[src/rtl/seq_framer.sv]
// Transmit framer: prepends the 4-byte sync header to each PAYLOAD_LEN-byte block
// and drives a registered valid/ready byte stream.
module seq_framer #(
  parameter int unsigned PAYLOAD_LEN = 4,
  parameter logic [7:0]  SYNC0       = 8'hAA,
  parameter logic [7:0]  SYNC1       = 8'hAA,
  parameter logic [7:0]  SYNC2       = 8'hFF,
  parameter logic [7:0]  SYNC3       = 8'hCF
) (
  input  logic        clk,
  input  logic        reset,
  input  logic        enable,
  input  logic [7:0]  data_in,
  input  logic        data_valid_in,
  output logic        data_ready_out,
  output logic [7:0]  data_out,
  output logic        data_valid_out,
  input  logic        data_ready_in,
  output logic        frame_start_out,
  output logic        frame_done_out,
  output logic [15:0] frame_count
);

  localparam int unsigned CW = 8;
  localparam int unsigned KW = 2;

  typedef enum logic [1:0] {
    IDLE    = 2'd0,
    SYNC    = 2'd1,
    PAYLOAD = 2'd2
  } state_t;

  state_t          state, state_nxt;
  logic [KW-1:0]   k, k_nxt;
  logic [CW-1:0]   c, c_nxt;
  logic [7:0]      data_out_nxt;
  logic            valid_nxt;
  logic            start_nxt;
  logic            done_nxt;
  logic [15:0]     frame_count_nxt;
  logic            load_en;
  logic [7:0]      sync_byte;

  // Output register may load whenever it is empty or being consumed
  assign load_en = !data_valid_out || data_ready_in;

  always_comb begin
    sync_byte = SYNC0;
    case (k)
      2'd0:    sync_byte = SYNC0;
      2'd1:    sync_byte = SYNC1;
      2'd2:    sync_byte = SYNC2;
      default: sync_byte = SYNC3;
    endcase
  end

  always_ff @(posedge clk or posedge reset) begin
    if (reset) begin
      state           <= IDLE;
      k               <= '0;
      c               <= '0;
      data_out        <= 8'h00;
      data_valid_out  <= 1'b0;
      frame_start_out <= 1'b0;
      frame_done_out  <= 1'b0;
      frame_count     <= 16'h0000;
    end else begin
      state           <= state_nxt;
      k               <= k_nxt;
      c               <= c_nxt;
      data_out        <= data_out_nxt;
      data_valid_out  <= valid_nxt;
      frame_start_out <= start_nxt;
      frame_done_out  <= done_nxt;
      frame_count     <= frame_count_nxt;
    end
  end

  always_comb begin
    state_nxt       = state;
    k_nxt           = k;
    c_nxt           = c;
    data_out_nxt    = data_out;
    valid_nxt       = data_valid_out;
    start_nxt       = 1'b0;
    done_nxt        = 1'b0;
    frame_count_nxt = frame_count;
    data_ready_out  = 1'b0;

    case (state)
      IDLE: begin
        if (load_en) valid_nxt = 1'b0;
        if (enable && data_valid_in) begin
          state_nxt = SYNC;
          k_nxt     = '0;
          start_nxt = 1'b1;
        end
      end

      SYNC: begin
        if (load_en) begin
          data_out_nxt = sync_byte;
          valid_nxt    = 1'b1;
          k_nxt        = k + KW'(1);
          if (k == KW'(3)) begin
            state_nxt = PAYLOAD;
            c_nxt     = '0;
          end
        end
      end

      PAYLOAD: begin
        data_ready_out = load_en;
        if (data_valid_in && load_en) begin
          data_out_nxt = data_in;
          valid_nxt    = 1'b1;
          if (c == CW'(PAYLOAD_LEN - 1)) begin
            state_nxt       = IDLE;
            c_nxt           = '0;
            done_nxt        = 1'b1;
            frame_count_nxt = frame_count + 16'd1;
          end else begin
            c_nxt = c + CW'(1);
          end
        end else if (load_en) begin
          // Source bubble: drain the register, keep the payload index
          valid_nxt = 1'b0;
        end
      end

      default: state_nxt = IDLE;
    endcase
  end

endmodule

[config.mk]
export PLATFORM = sky130hd
export DESIGN_NAME = seq_framer
export DESIGN_NICKNAME = d
export VERILOG_FILES = /design/src/rtl/seq_framer.sv
export SDC_FILE = /design/constraint.sdc
export NUM_CORES = 1
export LEC_CHECK = 0
export ABC_AREA = 1
export BUFFER_PORTS_ARGS = -buffer_cell sky130_fd_sc_hd__buf_2
export CORE_MARGIN = 10
export CORE_UTILIZATION = 56
export CTS_CLUSTER_DIAMETER = 50
export CTS_CLUSTER_SIZE = 30
export DETAILED_ROUTE_END_ITERATION = 8
export PLACE_DENSITY = 0.82
export SLEW_MARGIN = 20
export SYNTH_ARGS = -nofsm -noshare
export SYNTH_HDL_FRONTEND = slang
export SYNTH_SLANG_ARGS = --single-unit
[constraint.sdc]
create_clock -name clk -period 1.6 [get_ports clk]
set_input_delay 0.32 -clock clk [delete_from_list [all_inputs] [get_ports clk]]
set_output_delay 0.32 -clock clk [all_outputs]
set_load 0.005 [all_outputs]
==> summary.md <==
| Metric | Value |
|---|---|
| Status | finished, final reports clean |
| Final Hold Viols | 0 |
| First-pass GRT wire length | between 9000 and 10000 µm |
| Peak VDD IR | around 1.1 mV |
| Period minus WS final | around 1600 ps |
| Post-synth EDFFs | 0 |
| Crit path kind | flop to output pin |
| DRC | 0 |
| Initial Util | between 50% and 60% |
| Commonest cells post-synth | nand2_1 (130), dfrtp_1 (39), nor2_1 (34), inv_1 (29), o21ai_0 (20) |
| Main area contributors after synthesis | dfrtp_1 (42%), nand2_1 (21%), nor2_1 (5.5%) |
| Clock slew seen by the registers of the worst setup and hold paths | 80 ps |
| CP Launch Type | flop |
| Fmax achieved | between 600 and 700 MHz |
| Share of cells above drive strength 1 | approximately 22% |
| Yosys reg bits | 39 |
| Post-synth cell types | 28 |
| Post-synth ARST share | 100.0% |
| Die width | approximately 84 µm |
| Slew of the pin with the lowest slew margin | a little under 500 ps |
| Main synth FF type | dfrtp_1 |
| Die Height | 84.17 µm |
| CP endpoint kind | output pin |
| Total power | roughly 3800 µW |
| Clock H-tree levels | 2 |
| Initial antenna violation count | 0 |
| Cells after Synth | between 300 and 400 |
| Placed Cells | 413 |
| Largest net degree at the start of global routing | 40 |
| CTS tree | done |
| Net Count, Synth | approximately 340 |
| Detailed Routing Iterations Pass 1 | 5 |
| Worst-Skew Late Latency | about 300 ps |
| Total CTS buffers | 5 |
| Worst min path class | primary input to asynchronous set/reset pin |
| Slew margin rel. | between 60% and 70% |
| Finished Layout Cells | around 430 |
| Top-level I/O count | 41 |
| Count of final setup violators | 0 |
| Gpl congestion | between 0.9 and 1 |
| Remaining global-route overflow | 0 |
| PwrDens | 1324 mW/mm² |
| Final hold slack | roughly 120 ps |
| Max Slew Vio Count | 0 |
| Total Die Area | about 0.0071 mm² |
| Total negative slack | 0 ps |
| Data arrival, critical path | roughly 1300 ps |
| Routed wire length | 5747 µm |
| Mapped cell area | 0.002306 mm² |
| Most common cell in the synthesized netlist | nand2_1 |
| Leak | roughly 0.0015 µW |
| Final ANT Viol Nets | 0 |
| Critical path's largest stage delay | ~430 ps |
| Vias per inst | slightly above 5 |
| Area share of the leading cell type in the synthesized netlist | between 40 and 50% |
| CTS Sinks | 39 |
| Vias in the first global route | 2181 |
| Syn Area/Cell | between 7 and 8 µm² |
| ANT cells | 0 |
| Required time of the critical path | ~1300 ps |
| Buf+Inv Stages, Crit Path | 3 |
| Ys Warns | 0 |
| Crit-path slowest cell | dfrtp_1 |
| WL per Instance | between 10 and 15 µm |
| RSZ-0062 raised after global routing | true |
| DP HPWL | between 3000 and 4000 µm |
| Max Root-Sink Buffers | 2 |
| Clock skew | between 5 and 6 ps |
| Clock root cell | clkbuf_8 |
| Port Buf Inserts | 40 |
| Overall fraction of global-route tracks in use | about 16% |
| Crit share post-route | a little over nine tenths |
| Critical-path maximum fanout | 4 |
| Vias | roughly 2200 |
| P&R area growth vs syn | 23.28% |
| CP top delay family | flip-flops |
| Register area share after synthesis | 42.32% |
| Cell Chain, Critical Path | inv_2 -> ha_4 -> inv_6 -> nor2_4 -> buf_6 |
| Area of the core | 0.004000 mm² |
| Final nets | 400 |
| Drt initial violations | about 150 |
| MaxCap Viol Count | 0 |
| Area leader, netlist | dfrtp_1 |
| FP Rows | 23 |
==> where the power goes <==
group          leakage, µW  internal [µW]  switching (µW)
Sequential        0.000498           1160             132
Clock            0.0000581            465             389
Combinational     0.000974            640             978
Total              0.00153           2260            1500
==> area by class of cell <==
type | count | area (µm²)
inverters | 31 | 128.9
multi-input cells | 244 | 1215
flip-flops and latches | 39 | 977.2
repair buffers | 57 | 346.6
well taps | 50 | 62.56
clock buffers | 5 | 68.82
fillers | 312 | 1157
clock inverters | 3 | 43.79
==> kinds of logic after synthesis <==
family / count (synthesis) / share of synthesized area [%]
fa+ha+maj: 9 / 4.883
xor+xnor: 8 / 3.038
buf+inv: 37 / 7.433
flops: 39 / 42.32
compound gates: 27 / 6.403
simple gates: 199 / 35.92
==> worst reg2reg max path, cell delays in order (launching register included) <==
cell and delay, ps:
dfrtp_1 430, inv_2 100, ha_4 150, inv_6 40
nor2_4 120, buf_4 130, nand3_4 160, buf_12 180
xor2_1 140
==> worst paths after layout <==
kind	slack, ps	cells after the start	start	to
max in group asynchronous	1110	3	reset	state[1]
worst max register to register	40	8	state[0]	frame_count[0]
worst min register to register	480	2	data_out[6]	data_out[6]
worst max-delay path	30	5	state[0]	data_ready_out
worst min-delay path	120	3	reset	data_out[2]
min in group clk	270	3	enable	frame_start_out
==> sequential cells by signal, indices dropped and copies added, names as in the netlist <==
signal	cells
data_out	8
frame_start_out	1
data_valid_out	1
frame_done_out	1
frame_count	16
k	2
c	8
state	2
==> placed cells by master (no fill, tap or decap), types with 7 or more instances in the layout <==
cell type,count
nand2_1,129
buf_2,39
dfrtp_1,38
nor2_1,34
inv_1,25
o21ai_0,18
nand3_1,17
buf_4,16
nand4_1,9
ha_1,7
==> metrics by stage <==
step / setup slack, ps / instance area, µm² / util (%)
after floorplan: 68.62 / 2306 / -
after global routing: -35.20 / 2843 / 71.07
after detailed placement: -46.41 / 2596 / 64.90
after CTS: -4.880 / 2730 / 68.25
final: 25.72 / 2843 / 71.07
after global placement: 84.75 / 2596 / 64.90
==> repair_timing <==
action                                  CTS  global route
resized for setup                         5            15
gates cloned                              0             1
endpoints found under the setup margin    3            31
buffers inserted                          1             6
pin swaps                                 1             4
hold buffers                              0             0
endpoints found under the hold margin     0             0
==> routing by layer <==
| layer | track usage, % | wire, µm | up-vias |
|---|---|---|---|
| met5 | 0 | 0 | - |
| met4 | 6.545 | 142 | 0 |
| li1 | - | - | 1121 |
| met3 | 6.763 | 483 | 11 |
| met2 | 27.46 | 2716 | 82 |
| met1 | 17.17 | 2404 | 997 |
Note: power is estimated with default switching activity, not from simulation.
